==> src/rtl/radix4_divider_seq.sv <==
// ============================================================================
// radix4_divider_seq
//
// Sequential radix-4 restoring divider. One quotient digit (2 bits) is
// produced per clock, so a NUM_BITS divide takes NUM_BITS/2 iteration
// cycles plus one cycle for sign fixup. Signed operation works on absolute
// values and restores signs at the end: the quotient truncates toward zero
// and the remainder takes the sign of the dividend.
//
// Two operand patterns bypass the iteration entirely and go straight to
// fixup:
//   divisor == 0                 -> quotient all ones, remainder = dividend,
//                                   div_by_zero set
//   signed most-negative / -1    -> quotient = dividend, remainder = 0,
//                                   overflow set
//
// Ports
//   CLK          rising-edge clock
//   RST          asynchronous active-high reset
//   start        begin a new divide; accepted in any state, so it also
//                aborts and restarts a divide that is in flight
//   is_signed    two's-complement operands when 1 (sampled with start)
//   dividend     numerator (sampled with start)
//   divisor      denominator (sampled with start)
//   quotient     registered result, valid while finished = 1
//   remainder    registered result, valid while finished = 1
//   busy         high while iterating or fixing up signs
//   finished     high from completion until the next start or reset
//   div_by_zero  current result came from a zero divisor
//   overflow     current result came from signed most-negative / -1
// ============================================================================
module radix4_divider_seq #(
    parameter int NUM_BITS = 32
) (
    input  logic                CLK,
    input  logic                RST,
    input  logic                start,
    input  logic                is_signed,
    input  logic [NUM_BITS-1:0] dividend,
    input  logic [NUM_BITS-1:0] divisor,
    output logic [NUM_BITS-1:0] quotient,
    output logic [NUM_BITS-1:0] remainder,
    output logic                busy,
    output logic                finished,
    output logic                div_by_zero,
    output logic                overflow
);

    localparam int STEPS = NUM_BITS / 2;
    localparam int CNT_W = $clog2(STEPS + 1);

    localparam logic [NUM_BITS-1:0] ZERO_C     = {NUM_BITS{1'b0}};
    localparam logic [NUM_BITS-1:0] ONES_C     = {NUM_BITS{1'b1}};
    localparam logic [NUM_BITS-1:0] MOST_NEG_C = {1'b1, {(NUM_BITS-1){1'b0}}};
    localparam logic [CNT_W-1:0]    CNT_ZERO_C  = {CNT_W{1'b0}};
    localparam logic [CNT_W-1:0]    CNT_LAST_C  = CNT_W'(1);
    localparam logic [CNT_W-1:0]    CNT_STEPS_C = CNT_W'(STEPS);

    typedef enum logic [1:0] {
        IDLE   = 2'd0,
        DIVIDE = 2'd1,
        FIXUP  = 2'd2,
        DONE   = 2'd3
    } state_t;

    // Two's-complement negation at operand width.
    function automatic logic [NUM_BITS-1:0] negate(input logic [NUM_BITS-1:0] x);
        return ~x + {{(NUM_BITS-1){1'b0}}, 1'b1};
    endfunction

    state_t              state_r;
    state_t              state_nxt_s;
    logic [CNT_W-1:0]    cnt_r;
    logic [NUM_BITS-1:0] prem_r;      // partial remainder (always < |divisor|)
    logic [NUM_BITS-1:0] quo_r;       // dividend bits shift out the top, digits in the bottom
    logic [NUM_BITS-1:0] dabs_r;      // |divisor|
    logic                q_neg_r;     // quotient must be negated in fixup
    logic                r_neg_r;     // remainder must be negated in fixup
    logic                special_r;   // result was preloaded, skip sign fixup

    logic                div0_s;
    logic                ovf_s;
    logic [NUM_BITS-1:0] dividend_abs_s;
    logic [NUM_BITS-1:0] divisor_abs_s;

    logic [NUM_BITS+1:0] shifted_s;
    logic [NUM_BITS+1:0] d1_s;
    logic [NUM_BITS+1:0] d2_s;
    logic [NUM_BITS+1:0] d3_s;
    logic [1:0]          digit_s;
    logic [NUM_BITS-1:0] prem_nxt_s;
    logic [NUM_BITS-1:0] quo_nxt_s;

    logic [NUM_BITS-1:0] q_fix_s;
    logic [NUM_BITS-1:0] r_fix_s;

    // Special-case detection and absolute values of the incoming operands.
    always_comb begin
        div0_s = (divisor == ZERO_C);
        ovf_s  = is_signed && (dividend == MOST_NEG_C) && (divisor == ONES_C);
        if (is_signed && dividend[NUM_BITS-1]) begin
            dividend_abs_s = negate(dividend);
        end else begin
            dividend_abs_s = dividend;
        end
        if (is_signed && divisor[NUM_BITS-1]) begin
            divisor_abs_s = negate(divisor);
        end else begin
            divisor_abs_s = divisor;
        end
    end

    // One radix-4 step: bring in two dividend bits, pick the largest digit
    // whose multiple of D fits. 3D is formed at NUM_BITS+2 bits so it never
    // wraps.
    always_comb begin
        shifted_s  = {prem_r, quo_r[NUM_BITS-1 -: 2]};
        d1_s       = {2'b00, dabs_r};
        d2_s       = {1'b0, dabs_r, 1'b0};
        d3_s       = d1_s + d2_s;
        digit_s    = 2'd0;
        prem_nxt_s = shifted_s[NUM_BITS-1:0];
        if (shifted_s >= d3_s) begin
            digit_s    = 2'd3;
            prem_nxt_s = NUM_BITS'(shifted_s - d3_s);
        end else if (shifted_s >= d2_s) begin
            digit_s    = 2'd2;
            prem_nxt_s = NUM_BITS'(shifted_s - d2_s);
        end else if (shifted_s >= d1_s) begin
            digit_s    = 2'd1;
            prem_nxt_s = NUM_BITS'(shifted_s - d1_s);
        end else begin
            digit_s    = 2'd0;
            prem_nxt_s = shifted_s[NUM_BITS-1:0];
        end
        quo_nxt_s = {quo_r[NUM_BITS-3:0], digit_s};
    end

    // Sign restoration applied when leaving FIXUP.
    always_comb begin
        if (q_neg_r && !special_r) begin
            q_fix_s = negate(quo_r);
        end else begin
            q_fix_s = quo_r;
        end
        if (r_neg_r && !special_r) begin
            r_fix_s = negate(prem_r);
        end else begin
            r_fix_s = prem_r;
        end
    end

    // Next-state logic; start wins over every state so it can abort a divide.
    always_comb begin
        state_nxt_s = state_r;
        if (start) begin
            if (div0_s || ovf_s) begin
                state_nxt_s = FIXUP;
            end else begin
                state_nxt_s = DIVIDE;
            end
        end else begin
            case (state_r)
                IDLE:    state_nxt_s = IDLE;
                DIVIDE: begin
                    if (cnt_r == CNT_LAST_C) begin
                        state_nxt_s = FIXUP;
                    end else begin
                        state_nxt_s = DIVIDE;
                    end
                end
                FIXUP:   state_nxt_s = DONE;
                DONE:    state_nxt_s = DONE;
                default: state_nxt_s = IDLE;
            endcase
        end
    end

    // State register with registered busy/finished decoded from the next state.
    always_ff @(posedge CLK or posedge RST) begin
        if (RST) begin
            state_r  <= IDLE;
            busy     <= 1'b0;
            finished <= 1'b0;
        end else begin
            state_r  <= state_nxt_s;
            busy     <= (state_nxt_s == DIVIDE) || (state_nxt_s == FIXUP);
            finished <= (state_nxt_s == DONE);
        end
    end

    // Datapath: operand capture, iteration, and result/flag registers.
    always_ff @(posedge CLK or posedge RST) begin
        if (RST) begin
            cnt_r       <= CNT_ZERO_C;
            prem_r      <= ZERO_C;
            quo_r       <= ZERO_C;
            dabs_r      <= ZERO_C;
            q_neg_r     <= 1'b0;
            r_neg_r     <= 1'b0;
            special_r   <= 1'b0;
            quotient    <= ZERO_C;
            remainder   <= ZERO_C;
            div_by_zero <= 1'b0;
            overflow    <= 1'b0;
        end else if (start) begin
            dabs_r      <= divisor_abs_s;
            q_neg_r     <= is_signed && (dividend[NUM_BITS-1] ^ divisor[NUM_BITS-1]);
            r_neg_r     <= is_signed && dividend[NUM_BITS-1];
            special_r   <= div0_s || ovf_s;
            div_by_zero <= div0_s;
            overflow    <= ovf_s;
            if (div0_s) begin
                cnt_r  <= CNT_ZERO_C;
                quo_r  <= ONES_C;
                prem_r <= dividend;
            end else if (ovf_s) begin
                cnt_r  <= CNT_ZERO_C;
                quo_r  <= dividend;
                prem_r <= ZERO_C;
            end else begin
                cnt_r  <= CNT_STEPS_C;
                quo_r  <= dividend_abs_s;
                prem_r <= ZERO_C;
            end
        end else begin
            case (state_r)
                DIVIDE: begin
                    prem_r <= prem_nxt_s;
                    quo_r  <= quo_nxt_s;
                    cnt_r  <= cnt_r - CNT_LAST_C;
                end
                FIXUP: begin
                    quotient  <= q_fix_s;
                    remainder <= r_fix_s;
                end
                default: begin
                    // IDLE and DONE hold everything.
                end
            endcase
        end
    end

endmodule
==> config.mk <==
export PLATFORM = sky130hd
export DESIGN_NAME = radix4_divider_seq
export DESIGN_NICKNAME = d
export VERILOG_FILES = /design/src/rtl/radix4_divider_seq.sv
export SDC_FILE = /design/constraint.sdc
export NUM_CORES = 1
export LEC_CHECK = 0
export BUFFER_PORTS_ARGS = -buffer_cell sky130_fd_sc_hd__buf_2
export CAP_MARGIN = 20
export CORE_MARGIN = 2
export CORE_UTILIZATION = 62
export DETAILED_ROUTE_END_ITERATION = 6
export GPL_ROUTABILITY_DRIVEN = 0
export HOLD_SLACK_MARGIN = 0.02
export PLACE_DENSITY = 0.78
export REMOVE_ABC_BUFFERS = 1
export SYNTH_ARGS = -nofsm -noshare
export SYNTH_HDL_FRONTEND = slang
export SYNTH_SLANG_ARGS = --single-unit
export TNS_END_PERCENT = 50
==> constraint.sdc <==
create_clock -name CLK -period 6.8 [get_ports CLK]
set_clock_uncertainty 0.1 [all_clocks]
set_input_delay 0.34 -clock CLK [delete_from_list [all_inputs] [get_ports CLK]]
set_output_delay 0.34 -clock CLK [all_outputs]
set_load 0.02 [all_outputs]
# == Word level (Yosys, flattened, before mapping) ==
# Index checks and enable logic that the tools add are counted.
# W data, S select, Z words.
# totals
ff_bits,174
input_bits,68
output_inout_bits,68
elab_cells,81
# classes
n_reduce_logical,15
n_eq_ne,9
n_addsub,9
mux,25
n_bitwise,6
n_lt_le_gt_ge,3
# op_table
op,n
$mux W32,14
$add A32 B1 Y32 const B,4
$not A32 Y32,4
$sub A32 B32 Y32,3
$eq A32 B32 Y1 const B,2
$add A32 B33 Y34,1
$ge A34 B32 Y1,1
$ge A34 B33 Y1,1
$ge A34 B34 Y1,1
$logic_not A32 Y1,1
$mux W5,4
$mux W2,5
$eq A2 B2 Y1 const B,4
$logic_and A1 B1 Y1,7
$pmux W2 S3,1
$eq A5 B1 Y1 const B,1
$sub A5 B1 Y5 const B,1
$eq A2 B1 Y1 const B,2
$logic_not A2 Y1,1
$logic_or A1 B1 Y1,2
$reduce_and A2 Y1,1
$reduce_bool A2 Y1,1
$reduce_or A2 Y1,1
$logic_not A1 Y1,1
other kinds (3),3

# == Longest topological paths before layout ==
# Gate-level depths: netlist (run 1).
# logic_depth
depth_word,8
depth_mapped,25

# == Worst setup path after synthesis (run 1) ==
# Ideal clock, no wire load.
# synth_timing
kind,register to register
startpoint,reg dabs_r[1]
endpoint,reg prem_r[6]
synth_period_minus_slack_ns,5.183
setup_ns,0.140
setup_slack_ns,1.617
n_path_buf,2
path_stages_with_launch,26
arrival_time_ns,4.942
path_cell_list,dfrtp_1 -> ha_1 -> fa_1 -> a21o_1 -> a21oi_1 -> o21a_1 -> o31ai_1 -> a221o_1 -> a41o_1 -> o31ai_4 -> o21bai_1 -> a21o_1 -> xnor2_1 -> ha_1 -> nand3_1 -> nand2_1 -> a21o_1 -> nor3_1 -> inv_1 -> o31a_1 -> buf_4 -> nand2_2 -> buf_4 -> nor2_1 -> a221oi_1 -> o211ai_1
# synth_via
elab_chain_len,6
word_cells_on_any_way,12
classes_between,4 x add/sub; 3 x order compare; 5 x mux
# synth_rtl
element,line,rtl
"start, declared",76,logic [NUM_BITS-1:0] dabs_r;
"start signal, assigned",207,dabs_r <= divisor_abs_s;
branches (longest 3 deep; another with $add A32 B33 Y34),n/a,
$mux W32 (*),123,if (shifted_s >= d3_s) begin
$mux W32 (*),227,case (state_r)
$mux W32 (*),206,end else if (start) begin
"end signal, assigned",216,prem_r <= dividend;
"end signal, assigned",229,prem_r <= prem_nxt_s;
"end, declared",74,logic [NUM_BITS-1:0] prem_r;
# Mark *: on every way between the ends. The select of a mux whose other input is x is not followed.
# A chain may end at the register's enable or synchronous reset.

# == Worst setup path after layout (run 1) ==
# layout_timing
startpoint,reg dabs_r[1]
endpoint,reg prem_r[24]
# The elaborated chain is that of the path after synthesis.

==> impl_metrics.tcl, run 1 <==
set metrics [dict create \
    grt_use_total_pct 35.8 \
    cts_sinks 174 \
    outcome "finished with violations" \
    synth_top_area_share_pct 26.0 \
    dieArea_um2 28300 \
    cpLargestDelayFamily "compound AO/OA/AOI/OAI gates" \
    syn_avg_cell_area_um2 7.89 \
    p_leak_uw 0.00817 \
    async_flop_share_pct 100 \
    io_pins 136 \
    viasPerCell 6.51 \
    fp.dieH_um 168 \
    row_count 60 \
    synth_area_leaders "dfrtp_1 26%, ha_1 10%, a21oi_1 8.3%" \
    dp_hpwl_um 39500 \
    antenna_cells 0 \
    dr.first_iter.drc_count 1946 \
    period_minus_slack_ns 6.13 \
    synth-warning-count 0 \
    failed_checks "hold timing" \
    synth.area.mux_share_pct 1.80 \
    synth_top_family_by_area "compound AO/OA/AOI/OAI gates" \
    synthSimpleGateAreaFrac_pct 18.0 \
    fin_ws_ns 0.666 \
    synth_xor_area_share_pct 12.1 \
    path_clk_slew_ns 0.09 \
    fmax_mhz 163 \
    drive_above_1_share_pct 9.77 \
    synth_edf_count 0 \
    slew_violations 0 \
    syn-cell-area_um2 16700 \
    nNetsFinal 2416 \
    cap_violations 0 \
    initial_core_util_pct 62.6 \
    num_vias 16686 \
    antenna_found_initial 0 \
    rr_worst_depth 24 \
    hold_path.class "input port to async pin" \
    crit_path_start_kind "flop" \
    grt_remaining_overflow 0 \
    clk_path_buf_depth 2 \
    peakVddDrop_uv 128 \
    cts_resized 0 \
    seq_area_frac_synth_pct 26.0 \
    synth_cells 2120 \
    critPathMaxFanout 8 \
    mostFrequentLayoutCells "277 x a21oi_1, 246 x nor2_1, 174 x dfrtp_1, 166 x nand2_1" \
    wl_um 51500 \
    setup_tns_ns 0 \
    area_growth_pct 9.36 \
    synth_compound_gate_area_share_pct 27.2 \
    cts_tree "built" \
    final_util_pct 68.4 \
    setup_viol 0 \
    hold_viol_final 3 \
    crit_chain "ha_1 > fa_1 > a21o_1 > a21oi_1 > o21a_1 > o31ai_1 > buf_4 > a221o_1 > a41o_1 > o31ai_4 > o21bai_1 > a21o_1 > xnor2_1 > ha_1 > nand3_1 > nand2_1 > a21o_1 > nor3_1 > inv_1 > o31ai_4 > nand2_1 > nor2_1 > a22oi_1 > o211ai_1" \
    core_area_um2 26700 \
    cp_slowest_cell "nor2_1" \
    io_buffers 135 \
    ctsHoldBuffers 0 \
    grt_setup_unrepaired "no" \
    critPathCaptureType "flop" \
    cts-root-buf "clkbuf_16" \
    grt_max_degree 104 \
    ant_nets 0 \
    reg2reg_to "prem_r[24]$_DFFE_PP0P_" \
    synth_adder_area_share_pct 10.7 \
    period_share_pct 90.2 \
    cp_num_buf_inv 2 \
    power_uw 4610 \
    grt_pass1_vias 15513 \
    cp.arrival_ns 6.39 \
    max_slew_margin_pct 30.8 \
    synth-main-ff-cell "dfrtp_1" \
    wl_per_cell_um 20.1 \
    power_density_nw_per_um2 252 \
    cp_common_cell "a21o_1" \
    drcViolationCount 0 \
    r2r_setup_slack_ns 0.67 \
    yosysTopAreaCell "dfrtp_1" \
    dr.pass1.iters 7 \
    ys_seq_elements 174 \
    crit_type "flop to flop" \
    worst_pin_slew_ns 1.04 \
    ys_types 76 \
    h-tree-depth 4 \
    holdWs_ns -0.0176 \
    max_stage_delay_ns 0.66 \
    final_common_cell "a21oi_1" \
    cts_buffers 17 \
    clock_latency_ns 0.45 \
    die_x_um 168 \
    worstPathRequired_ns 7.05 \
    dp_slack_ns 0.814 \
    cts_setup_buffers 0 \
    rr_startpoint "dabs_r[1]$_DFFE_PP0P_" \
    grt_first_pass_wirelength_um 81000 \
]
==> registers in the layout (all words and copies together), names as in the netlist <==
name         cells
quotient        32
state_r          2
prem_r          32
q_neg_r          1
dabs_r          32
cnt_r            5
remainder       32
r_neg_r          1
busy             1
finished         1
quo_r           32
overflow         1
special_r        1
div_by_zero      1
==> metrics by stage <==
step / std cells / cell area [µm²]
floorplan: 2037 / 16400
global placement: 2529 / 17700
detailed placement: 2530 / 17700
CTS: 2562 / 18300
global route: 2562 / 18300
finish: 2562 / 18300
==> kinds of logic after synthesis <==
kind of cell,Yosys count
buf+inv,180
compound gates,713
simple gates,653
fa+ha+maj,140
xor+xnor,231
mux,29
flops,174
==> cell type report <==
type | instances | area (µm²)
multi-input cells | 1766 | 11700
fillers | 2256 | 8440
flip-flops and latches | 174 | 4350
repair buffers | 152 | 836
clock buffers | 18 | 429
well taps | 341 | 427
inverters | 97 | 369
clock inverters | 14 | 165
==> Yosys cell counts, drive strengths merged, types with 49 or more instances <==
cell type  count
a21o          56
nor3          49
dfrtp        174
o21ai        106
nor2         249
inv           97
a21oi        278
clkbuf        68
xnor2        136
xor2          95
nand2        168
ha           136
==> per-layer routing <==
layer  routed length (µm)  global-route usage, %  vias up
li1                     -                      -     7908
met4                 2290                   14.6        0
met2                22700                   57.2      923
met3                 5080                   6.42      164
met5                    0                      0        -
met1                21400                   48.0     7691
==> how the worst max path moves through the flow <==
| stage | endpoint | cells past startpoint | slack (ns) | startpoint |
|---|---|---|---|---|
| 6_report | prem_r[24]$_DFFE_PP0P_ | 24 | 0.67 | dabs_r[1]$_DFFE_PP0P_ |
| 5_1_grt | prem_r[24]$_DFFE_PP0P_ | 24 | 0.39 | dabs_r[1]$_DFFE_PP0P_ |
| 4_1_cts | prem_r[24]$_DFFE_PP0P_ | 24 | 0.76 | dabs_r[1]$_DFFE_PP0P_ |
| 3_5_place_dp | prem_r[24]$_DFFE_PP0P_ | 24 | 0.81 | dabs_r[1]$_DFFE_PP0P_ |
| 3_3_place_gp | prem_r[23]$_DFFE_PP0P_ | 24 | 0.98 | dabs_r[1]$_DFFE_PP0P_ |
| 2_1_floorplan | prem_r[0]$_DFFE_PP0P_ | 13 | 1.20 | quo_r[30]$_DFFE_PP0P_ |
==> report_power, final <==
group          total, µW  internal, µW  switching (µW)
clock               1020           499             519
combinational       2190           814            1370
sequential          1410          1220             183
total               4610          2540            2070
(Power assumes the default switching activity.)
==> run 2, diff against run 1 <==
--- a/config.mk
+++ b/config.mk
@@ -8,11 +8,11 @@
 export BUFFER_PORTS_ARGS = -buffer_cell sky130_fd_sc_hd__buf_2
 export CAP_MARGIN = 20
 export CORE_MARGIN = 2
-export CORE_UTILIZATION = 62
+export CORE_UTILIZATION = 25
 export DETAILED_ROUTE_END_ITERATION = 6
 export GPL_ROUTABILITY_DRIVEN = 0
 export HOLD_SLACK_MARGIN = 0.02
-export PLACE_DENSITY = 0.78
+export PLACE_DENSITY = 0.36
 export REMOVE_ABC_BUFFERS = 1
 export SYNTH_ARGS = -nofsm -noshare
 export SYNTH_HDL_FRONTEND = slang
==> impl_metrics.tcl, run 2 (synthesis gave the netlist of run 1 again) <==
set metrics [dict create \
    dieArea_um2 69000 \
    p_leak_uw 0.00818 \
    cts_tree "built" \
    mostFrequentLayoutCells "277 x a21oi_1, 246 x nor2_1, 174 x dfrtp_1, 166 x nand2_1" \
    hold_path.class "input port to flop" \
    cts_setup_buffers 0 \
    hold_viol_final 0 \
    setup_tns_ns 0 \
    fmax_mhz 163 \
    critPathCaptureType "flop" \
    dp_hpwl_um 53100 \
    crit_type "flop to flop" \
    dr.pass1.iters 5 \
    grt_setup_unrepaired "no" \
    worstPathRequired_ns 7.11 \
    setup_viol 0 \
    grt_max_degree 119 \
    grt_pass1_vias 15758 \
    crit_path_start_kind "flop" \
    wl_per_cell_um 21.3 \
    drive_above_1_share_pct 10.0 \
    peakVddDrop_uv 103 \
    ant_nets 0 \
    viasPerCell 5.22 \
    die_x_um 263 \
    max_slew_margin_pct 28.9 \
    antenna_found_initial 1 \
    min_from "divisor[18]" \
    h-tree-depth 4 \
    cpLargestDelayFamily "compound AO/OA/AOI/OAI gates" \
    wl_um 66000 \
    grt_use_total_pct 19.0 \
    rr_startpoint "dabs_r[1]$_DFFE_PP0P_" \
    path_clk_slew_ns 0.08 \
    slew_violations 0 \
    fp.dieH_um 263 \
    cts_buffers 17 \
    num_vias 16157 \
    power_density_nw_per_um2 248 \
    io_pins 136 \
    fin_ws_ns 0.659 \
    outcome "completed" \
    clk_path_buf_depth 2 \
    cp.arrival_ns 6.45 \
    final_common_cell "a21oi_1" \
    crit_chain "ha_1 > fa_1 > a21o_1 > a21oi_1 > o21a_1 > o31ai_1 > a221o_1 > a41o_1 > o31ai_4 > o21bai_1 > a21o_1 > xnor2_1 > ha_1 > nand4_1 > o21ai_0 > o31a_1 > nand2_2 > a211oi_1 > a221oi_1 > o21ai_0" \
    period_minus_slack_ns 6.14 \
    clock_latency_ns 0.50 \
    cts_sinks 174 \
    cts_resized 0 \
    crit_path_start "dabs_r[1]$_DFFE_PP0P_" \
    cp_slowest_cell "o21ai_0" \
    core_area_um2 66000 \
    drcViolationCount 0 \
    dr.first_iter.drc_count 1037 \
    initial_core_util_pct 25.3 \
    row_count 94 \
    dp_slack_ns 0.660 \
    area_growth_pct 13.2 \
    cap_violations 0 \
    fillers 7195 \
    cp_num_buf_inv 0 \
    cts-root-buf "clkbuf_16" \
    critPathMaxFanout 16 \
    nNetsFinal 2424 \
    period_share_pct 90.3 \
    grt_remaining_overflow 0 \
    max_stage_delay_ns 0.62 \
    grt_first_pass_wirelength_um 99600 \
    io_buffers 135 \
    worst_pin_slew_ns 1.07 \
]
## run 2: cell count changes in the layout (fill, tap and decap cells not counted), moves of 2 or more
cell,delta
buf_4,+10
clkinv_2,+3
clkinv_8,-4
diode_2,+2
inv_6,+2
inv_8,-3
## run 2: final cells by class
type,instances,area (µm²),share of cell area [%]
Multi-Input combinational cell,1766,11700,61.9
Inverter,97,372,1.96
Timing Repair Buffer,160,868,4.59
Tap cell,864,1080,5.71
Clock inverter,13,104,0.549
Sequential cell,174,4350,23.0
Antenna cell,2,5.00,0.0264
Clock buffer,19,433,2.29
## run 2: power breakdown
| group | leakage (µW) | total [µW] | internal [µW] | switching, µW |
|---|---|---|---|---|
| Combinational | 0.00584 | 2280 | 816 | 1470 |
| Sequential | 0.00208 | 1420 | 1220 | 198 |
| Clock | 0.000266 | 991 | 476 | 515 |
## run 2: stage by stage
stage / cells / util [%] / total power [µW] / hold WS [ns] / area (µm²)
final: 3095 / 28.7 / 4700 / 0.0582 / 18900
after global routing: 3093 / 28.7 / 5040 / 0.0666 / 18900
after CTS: 3093 / 28.7 / 4730 / 0.0200 / 18900
after detailed placement: 3060 / 27.9 / 3710 / 0.399 / 18400
after global placement: 3060 / 27.9 / 3720 / 0.394 / 18400
after floorplan: 2037 / - / 2920 / 0.306 / 16400
## run 2: worst paths after layout
check,end,slack [ns],cells past startpoint
worst max-delay path,prem_r[3]$_DFFE_PP0P_,0.66,20
worst min-delay path,dabs_r[18]$_DFFE_PP0P_,0.06,3
worst max register to register,prem_r[3]$_DFFE_PP0P_,0.66,20
worst min register to register,quotient[0]$_DFFE_PP0P_,0.41,1
max in group asynchronous,dabs_r[31]$_DFFE_PP0P_,4.75,4
min in group asynchronous,quotient[5]$_DFFE_PP0P_,0.39,3
## run 2: worst reg2reg max path, cell delays in order, from the launching register on
cell and delay (ns):
dfrtp_1 0.51, ha_1 0.31, fa_1 0.41, a21o_1 0.17, a21oi_1 0.30, o21a_1 0.20
o31ai_1 0.14, a221o_1 0.35, a41o_1 0.30, o31ai_4 0.26, o21bai_1 0.09, a21o_1 0.21
xnor2_1 0.13, ha_1 0.33, nand4_1 0.14, o21ai_0 0.62, o31a_1 0.60, nand2_2 0.39
a211oi_1 0.32, a221oi_1 0.08, o21ai_0 0.11
## run 2: metal layers
| metal | share of wire, % | vias up | GRT usage (%) | wire, µm |
|---|---|---|---|---|
| li1 | - | 7936 | - | - |
| met3 | 5.1 | 70 | 3.31 | 3350 |
| met4 | 3.3 | 0 | 7.61 | 2200 |
| met1 | 49 | 7727 | 26.8 | 32300 |
| met5 | 0 | - | 0 | 0 |
| met2 | 43 | 424 | 28.6 | 28100 |
## run 2: what timing repair did
| action | in CTS | in global routing |
|---|---|---|
| endpoints found under the setup margin | 0 | 0 |
| hold buffers | 1 | 0 |
| endpoints found under the hold margin | 117 | 0 |
